$ cat config.mk
export PLATFORM = sky130hd
export DESIGN_NAME = tlb_ram_ctrl_flat
export DESIGN_NICKNAME = d
export VERILOG_FILES = /design/src/rtl/tlb_ram_ctrl_if.sv /design/src/rtl/tlb_ram_ctrl.sv /design/src/flat_wrapper.sv
export SDC_FILE = /design/constraint.sdc
export NUM_CORES = 1
export LEC_CHECK = 0
export ABC_AREA = 1
export CORE_ASPECT_RATIO = 2
export CORE_UTILIZATION = 40
export DETAILED_ROUTE_END_ITERATION = 8
export HOLD_SLACK_MARGIN = 0.08
export PLACE_DENSITY_LB_ADDON = 0.05
export SYNTH_ARGS = -nofsm -noshare
export SYNTH_HDL_FRONTEND = slang
export SYNTH_SLANG_ARGS = --single-unit
$ cat constraint.sdc
create_clock -name clk -period 1.5 [get_ports clk]
set_input_delay 0.3 -clock clk [delete_from_list [all_inputs] [get_ports clk]]
set_output_delay 0.3 -clock clk [all_outputs]
set_load 0.005 [all_outputs]
$ cat src/rtl/tlb_ram_ctrl_if.sv
// Bundle of the lookup/insert/purge handshakes and the TLB RAM port signals.
// The controller uses the slave modport; the pipeline/RAM side uses master.
interface tlb_ram_ctrl_if #(
    parameter int ADR_W  = 3,
    parameter int DATA_W = 48,
    parameter int TAG_W  = 20
);
    logic              lkValid;
    logic              lkReady;
    logic [TAG_W-1:0]  lkTag;
    logic              rspValid;
    logic              rspHit;
    logic [ADR_W-1:0]  rspIdx;
    logic [DATA_W-1:0] rspData;
    logic              insValid;
    logic              insReady;
    logic [DATA_W-1:0] insData;
    logic              purgeReq;
    logic              purgeBusy;
    logic [ADR_W-1:0]  ramReadAdrA;
    logic [ADR_W-1:0]  ramReadAdrB;
    logic [DATA_W-1:0] ramDataOutA;
    logic [DATA_W-1:0] ramDataOutB;
    logic              ramWEnable;
    logic [ADR_W-1:0]  ramWriteAdr;
    logic [DATA_W-1:0] ramDataIn;

    modport slave (
        input  lkValid, lkTag, insValid, insData, purgeReq, ramDataOutA, ramDataOutB,
        output lkReady, rspValid, rspHit, rspIdx, rspData, insReady, purgeBusy,
               ramReadAdrA, ramReadAdrB, ramWEnable, ramWriteAdr, ramDataIn
    );

    modport master (
        output lkValid, lkTag, insValid, insData, purgeReq, ramDataOutA, ramDataOutB,
        input  lkReady, rspValid, rspHit, rspIdx, rspData, insReady, purgeBusy,
               ramReadAdrA, ramReadAdrB, ramWEnable, ramWriteAdr, ramDataIn
    );
endinterface

$ cat src/rtl/tlb_ram_ctrl.sv
// TLB RAM controller: serialises inserts (round-robin victim), purges and
// two-entries-per-cycle tag scans onto a dual-read/single-write RAM.
// Entry layout (MSB first): valid, 3 rights bits, TAG_W tag, physical page.
module tlb_ram_ctrl #(
    parameter int ENTRIES = 8,
    parameter int ADR_W   = 3,
    parameter int DATA_W  = 48,
    parameter int TAG_W   = 20
) (
    input logic          clk,
    input logic          rst,
    tlb_ram_ctrl_if.slave bus
);
    localparam int TAG_LSB = DATA_W - 4 - TAG_W;

    typedef enum logic [1:0] {IDLE, SCAN, FILL, PURGE} state_t;

    state_t            state;
    logic [TAG_W-1:0]  tagReg;
    logic [ADR_W-1:0]  victim;
    logic [ADR_W-1:0]  adrA;
    logic [ADR_W-1:0]  adrB;
    logic [ADR_W-1:0]  wAdr;
    logic [DATA_W-1:0] wData;
    logic              wEn;
    logic              busy;
    logic              rspValidReg;
    logic              rspHitReg;
    logic [ADR_W-1:0]  rspIdxReg;
    logic [DATA_W-1:0] rspDataReg;
    logic              hitA;
    logic              hitB;
    logic              lastPair;
    logic              insRdy;

    // Tag compare on both read ports and end-of-table detection.
    always_comb begin
        hitA     = bus.ramDataOutA[DATA_W-1] && (bus.ramDataOutA[TAG_LSB +: TAG_W] == tagReg);
        hitB     = bus.ramDataOutB[DATA_W-1] && (bus.ramDataOutB[TAG_LSB +: TAG_W] == tagReg);
        lastPair = (adrB == ADR_W'(ENTRIES - 1));
        insRdy   = (state == IDLE) && !rst && !bus.purgeReq;
    end

    assign bus.insReady    = insRdy;
    assign bus.lkReady     = insRdy && !bus.insValid;
    // Write enable and response strobe are masked by reset so an aborted
    // operation cannot complete in the reset cycle.
    assign bus.ramWEnable  = wEn && !rst;
    assign bus.rspValid    = rspValidReg && !rst;
    assign bus.ramWriteAdr = wAdr;
    assign bus.ramDataIn   = wData;
    assign bus.ramReadAdrA = adrA;
    assign bus.ramReadAdrB = adrB;
    assign bus.rspHit      = rspHitReg;
    assign bus.rspIdx      = rspIdxReg;
    assign bus.rspData     = rspDataReg;
    assign bus.purgeBusy   = busy;

    // Control FSM with registered RAM-side and response outputs.
    always_ff @(posedge clk) begin
        if (rst) begin
            state       <= IDLE;
            tagReg      <= '0;
            victim      <= '0;
            adrA        <= '0;
            adrB        <= '0;
            wAdr        <= '0;
            wData       <= '0;
            wEn         <= 1'b0;
            busy        <= 1'b0;
            rspValidReg <= 1'b0;
            rspHitReg   <= 1'b0;
            rspIdxReg   <= '0;
            rspDataReg  <= '0;
        end else begin
            rspValidReg <= 1'b0;
            case (state)
                IDLE: begin
                    if (bus.purgeReq) begin
                        state <= PURGE;
                        busy  <= 1'b1;
                        wEn   <= 1'b1;
                        wAdr  <= '0;
                        wData <= '0;
                    end else if (bus.insValid) begin
                        state <= FILL;
                        wEn   <= 1'b1;
                        wAdr  <= victim;
                        wData <= bus.insData;
                    end else if (bus.lkValid) begin
                        state  <= SCAN;
                        tagReg <= bus.lkTag;
                        adrA   <= '0;
                        adrB   <= ADR_W'(1);
                    end
                end
                SCAN: begin
                    if (hitA || hitB || lastPair) begin
                        state       <= IDLE;
                        rspValidReg <= 1'b1;
                        rspHitReg   <= hitA || hitB;
                        rspIdxReg   <= hitA ? adrA : (hitB ? adrB : '0);
                        rspDataReg  <= hitA ? bus.ramDataOutA : (hitB ? bus.ramDataOutB : '0);
                        adrA        <= '0;
                        adrB        <= '0;
                    end else begin
                        adrA <= adrA + ADR_W'(2);
                        adrB <= adrB + ADR_W'(2);
                    end
                end
                FILL: begin
                    state  <= IDLE;
                    wEn    <= 1'b0;
                    victim <= victim + ADR_W'(1);
                end
                PURGE: begin
                    if (wAdr == ADR_W'(ENTRIES - 1)) begin
                        state  <= IDLE;
                        wEn    <= 1'b0;
                        busy   <= 1'b0;
                        wAdr   <= '0;
                        victim <= '0;
                    end else begin
                        wAdr <= wAdr + ADR_W'(1);
                    end
                end
            endcase
        end
    end
endmodule

$ cat src/flat_wrapper.sv
// flat-port wrapper written by rule: the top's interface ports become plain ports
module tlb_ram_ctrl_flat 
#(
    parameter int ENTRIES = 8,
    parameter int ADR_W   = 3,
    parameter int DATA_W  = 48,
    parameter int TAG_W   = 20
)
  (clk, rst, bus_lkValid, bus_lkTag, bus_insValid, bus_insData, bus_purgeReq, bus_ramDataOutA, bus_ramDataOutB, bus_lkReady, bus_rspValid, bus_rspHit, bus_rspIdx, bus_rspData, bus_insReady, bus_purgeBusy, bus_ramReadAdrA, bus_ramReadAdrB, bus_ramWEnable, bus_ramWriteAdr, bus_ramDataIn);
  tlb_ram_ctrl_if #(.ADR_W(ADR_W), .DATA_W(DATA_W), .TAG_W(TAG_W)) bus_i ();
  input logic clk;
  input logic rst;
  input wire logic [$bits(bus_i.lkValid)-1:0] bus_lkValid;
  input wire logic [$bits(bus_i.lkTag)-1:0] bus_lkTag;
  input wire logic [$bits(bus_i.insValid)-1:0] bus_insValid;
  input wire logic [$bits(bus_i.insData)-1:0] bus_insData;
  input wire logic [$bits(bus_i.purgeReq)-1:0] bus_purgeReq;
  input wire logic [$bits(bus_i.ramDataOutA)-1:0] bus_ramDataOutA;
  input wire logic [$bits(bus_i.ramDataOutB)-1:0] bus_ramDataOutB;
  output wire logic [$bits(bus_i.lkReady)-1:0] bus_lkReady;
  output wire logic [$bits(bus_i.rspValid)-1:0] bus_rspValid;
  output wire logic [$bits(bus_i.rspHit)-1:0] bus_rspHit;
  output wire logic [$bits(bus_i.rspIdx)-1:0] bus_rspIdx;
  output wire logic [$bits(bus_i.rspData)-1:0] bus_rspData;
  output wire logic [$bits(bus_i.insReady)-1:0] bus_insReady;
  output wire logic [$bits(bus_i.purgeBusy)-1:0] bus_purgeBusy;
  output wire logic [$bits(bus_i.ramReadAdrA)-1:0] bus_ramReadAdrA;
  output wire logic [$bits(bus_i.ramReadAdrB)-1:0] bus_ramReadAdrB;
  output wire logic [$bits(bus_i.ramWEnable)-1:0] bus_ramWEnable;
  output wire logic [$bits(bus_i.ramWriteAdr)-1:0] bus_ramWriteAdr;
  output wire logic [$bits(bus_i.ramDataIn)-1:0] bus_ramDataIn;
  assign bus_i.lkValid = bus_lkValid;
  assign bus_i.lkTag = bus_lkTag;
  assign bus_i.insValid = bus_insValid;
  assign bus_i.insData = bus_insData;
  assign bus_i.purgeReq = bus_purgeReq;
  assign bus_i.ramDataOutA = bus_ramDataOutA;
  assign bus_i.ramDataOutB = bus_ramDataOutB;
  assign bus_lkReady = bus_i.lkReady;
  assign bus_rspValid = bus_i.rspValid;
  assign bus_rspHit = bus_i.rspHit;
  assign bus_rspIdx = bus_i.rspIdx;
  assign bus_rspData = bus_i.rspData;
  assign bus_insReady = bus_i.insReady;
  assign bus_purgeBusy = bus_i.purgeBusy;
  assign bus_ramReadAdrA = bus_i.ramReadAdrA;
  assign bus_ramReadAdrB = bus_i.ramReadAdrB;
  assign bus_ramWEnable = bus_i.ramWEnable;
  assign bus_ramWriteAdr = bus_i.ramWriteAdr;
  assign bus_ramDataIn = bus_i.ramDataIn;
  tlb_ram_ctrl #(.ENTRIES(ENTRIES), .ADR_W(ADR_W), .DATA_W(DATA_W), .TAG_W(TAG_W)) u_core (.clk(clk), .rst(rst), .bus(bus_i));
endmodule
==> out/results.ini <==
[placement]
placed_cells = 1621
gp_congestion = 0.951
dp_hpwl_um = 18400
postPlaceCellArea_sq_um = 10700
portBuffers = 281

[timing]
fin_worst_skew_ps = 7.64
period_share = 1.28
fin_ws_ps = -415
setup_tns_ps = -20130
fmax_mhz = 522
rsz0062_at_grt = true
maxSlewViolCount = 0
hold_viol_final = 0
setup_viol = 59
period_needed_ps = 1910

[hold_path]
hold_depth = 5
min_path_type = input pin to flip-flop

[job]
maxCapViolCount = 0

[drt]
drc = 0
routed_wirelength_um = 26800
drtIter0Drc = 359
vias = 8414
drt-vias-per-instance = 5.00
wl_per_cell_um = 16.0
drt_pass1_iterations = 5
antenna_left = 0

[logic_synthesis]
synth_warnings = 0
yosysMostFrequentCell = nand2_1
avgSynthCellArea_sq_um = 6.41
synth_common_cells = nand2_1, nor2_1, dfxtp_1
synth-seq-cells = 136
netlist_area_sq_um = 7000
async_reset_ff_frac = 0
seq_area_frac_synth = 0.389
ys_top_cells_by_area = dfxtp_1, nand2_1, nor2_1
yosys.cell_types.count = 30
synth_nets = 1265
yosysTopAreaCell = dfxtp_1
synthFlopType = dfxtp_1
synth_edf_count = 0
syn_inst = 1093
synth_top_cell_area_share = 0.389

[critical_path]
crit_chain = inv_2 -> buf_6 -> nand2_4 -> nand2_2 -> nor2_1 -> nand2_1 -> nor2_2 -> nand2_2 -> nor2_4 -> buf_12 -> clkbuf_16 -> nand3_2 -> nand2_1 -> nor2_1 -> nor2_1
timing.critical_path.buf_inv = 4
cpMaxStageDelayCell = dfxtp_2
critPathLaunchType = flip-flop
max_stage_delay_ps = 340
path_depth = 15
ff2ff_path_depth = 15
cp.required_ps = 1860
crit_type = flip-flop to flip-flop
end_kind = flip-flop
critPathMaxFanout = 7
arrival_ps = 2280
crit_family = simple AND/OR/NAND/NOR gates
critPathMostFrequentCell = nor2_1

[clock_tree]
htree_levels = 4
clk_latency_ps = 420
root_buffer = clkbuf_16
cts_sinks = 136
clkTransAtPathRegs_ps = 60
cts_buffers = 17
cts_max_path_buffers = 2
tritoncts = yes
hold_buffers = 0

[final_layout]
final_layout_size_suffix_gt1_frac = 0.232
regArea_sq_um = 2770
fill_cells = 1492
syn2layout_area_growth_pct = 75.2
final_cell_area_sq_um = 12300
diodes = 0
nNetsFinal = 1631
final_cells = 1682
multiInputGateArea_sq_um = 4000

[pwr]
ir_worst_vdd_uv = 919
power.density_nw_per_um2 = 840
leakage_nw = 6.46

[floorplan]
core_area_sq_um = 17200
dieArea_sq_um = 18100
ios = 283
rows = 68
die_x_um = 95.6
die_h_um = 189
start_util = 0.407

[grt]
gr-total-overflow = 0
grt_antenna_before_repair = 0
grt_max_degree = 47
grt_pass1_vias = 7884
grtUsageTotal = 0.270
grt_pass1_wl_um = 37200

[status]
status = complete, but fails checks
violations = negative setup slack

cells in the final DEF, fill, tap and decap left out, drive strengths merged, types with 2 or more instances in the layout:
| cell | count |
|---|---|
| nand3b | 2 |
| clkbuf | 31 |
| dlygate4sd2 | 108 |
| nand4 | 51 |
| nor3 | 6 |
| ha | 3 |
| dfxtp | 136 |
| xnor2 | 4 |
| and3 | 2 |
| nand2 | 317 |
| nand3 | 64 |
| clkinv | 3 |
| o21ai | 33 |
| nor2 | 200 |
| xor2 | 2 |
| a22oi | 48 |
| bufinv | 3 |
| a21oi | 33 |
| buf | 122 |
| clkinvlp | 2 |
| dlymetal6s2s | 27 |
| inv | 126 |
| clkdlybuf4s50 | 143 |
stage by stage:
stage	hold slack, ps	power (W)	setup slack [ps]	util
after floorplan	432	0.00469	4.51	-
after global placement	450	0.00592	-1010	0.621
after detailed placement	454	0.00593	-1000	0.621
after CTS	336	0.0102	-313	0.657
after global routing	356	0.0107	-482	0.714
final	308	0.0103	-415	0.714
where the power goes:
group	internal (W)	switching [W]	total (W)
Sequential	0.00379	0.000125	0.00392
Combinational	0.00103	0.000986	0.00202
Clock	0.00264	0.00173	0.00437
what timing repair did:
| item | CTS | global route |
|---|---|---|
| resized for setup | 172 | 164 |
| setup endpoints to repair | 172 | 95 |
| pin swaps | 7 | 77 |
| cloned | 0 | 19 |
| setup buffers | 2 | 9 |
tightest hold or removal path, delay by kind of cell:
kind                   cells  cell delay, ps
buffers and inverters      1             150
and+or+nand+nor            4             250
path summary, 6_finish.rpt:
path	startpoint	endpoint	slack, ps
hold reg to reg	u_core.bus.purgeBusy	u_core.bus.purgeBusy	460
setup / recovery	u_core.tagReg[5]	u_core.bus.rspData[20]	-410
setup reg to reg	u_core.tagReg[5]	u_core.bus.rspData[20]	-410
hold / removal	bus_ramDataOutB[35]	u_core.bus.rspData[35]	310
logic make-up after synthesis:
group / count (synthesis) / synth area share
xor+xnor: 6 / 0.00751
buf+inv: 187 / 0.114
fa+ha+maj: 3 / 0.00536
simple gates: 642 / 0.381
compound gates: 118 / 0.103
flops: 136 / 0.389
other cells: 1 / 0.000536
routing by layer:
layer	wire, um	part of all wire	vias to the layer above	global-route usage
li1	-	-	4210	-
met3	1670	0.062	83	0.0647
met2	14500	0.54	313	0.512
met5	0	0	-	0
met4	1500	0.056	0	0.152
met1	9140	0.34	3808	0.253
flip-flops by register name, indices dropped and copies added, names as in the netlist:
register and cells:
u_core.rspValidReg 1, u_core.bus.ramReadAdrB 3, u_core.bus.rspData 48, u_core.state 2, u_core.wEn 1, u_core.victim 3
u_core.bus.ramWriteAdr 3, u_core.bus.ramReadAdrA 2, u_core.bus.purgeBusy 1, u_core.bus.rspIdx 3, u_core.tagReg 20, u_core.bus.rspHit 1
u_core.bus.ramDataIn 48
final cells by class:
| cell class | count | area share |
|---|---|---|
| timing repair buffer | 412 | 0.340 |
| tap | 210 | 0.0214 |
| sequential | 136 | 0.226 |
| clock buffer | 19 | 0.0353 |
| multi-input combinational | 771 | 0.326 |
| inverter | 121 | 0.0370 |
| clock inverter | 13 | 0.0137 |
(Power assumes the default switching activity.)
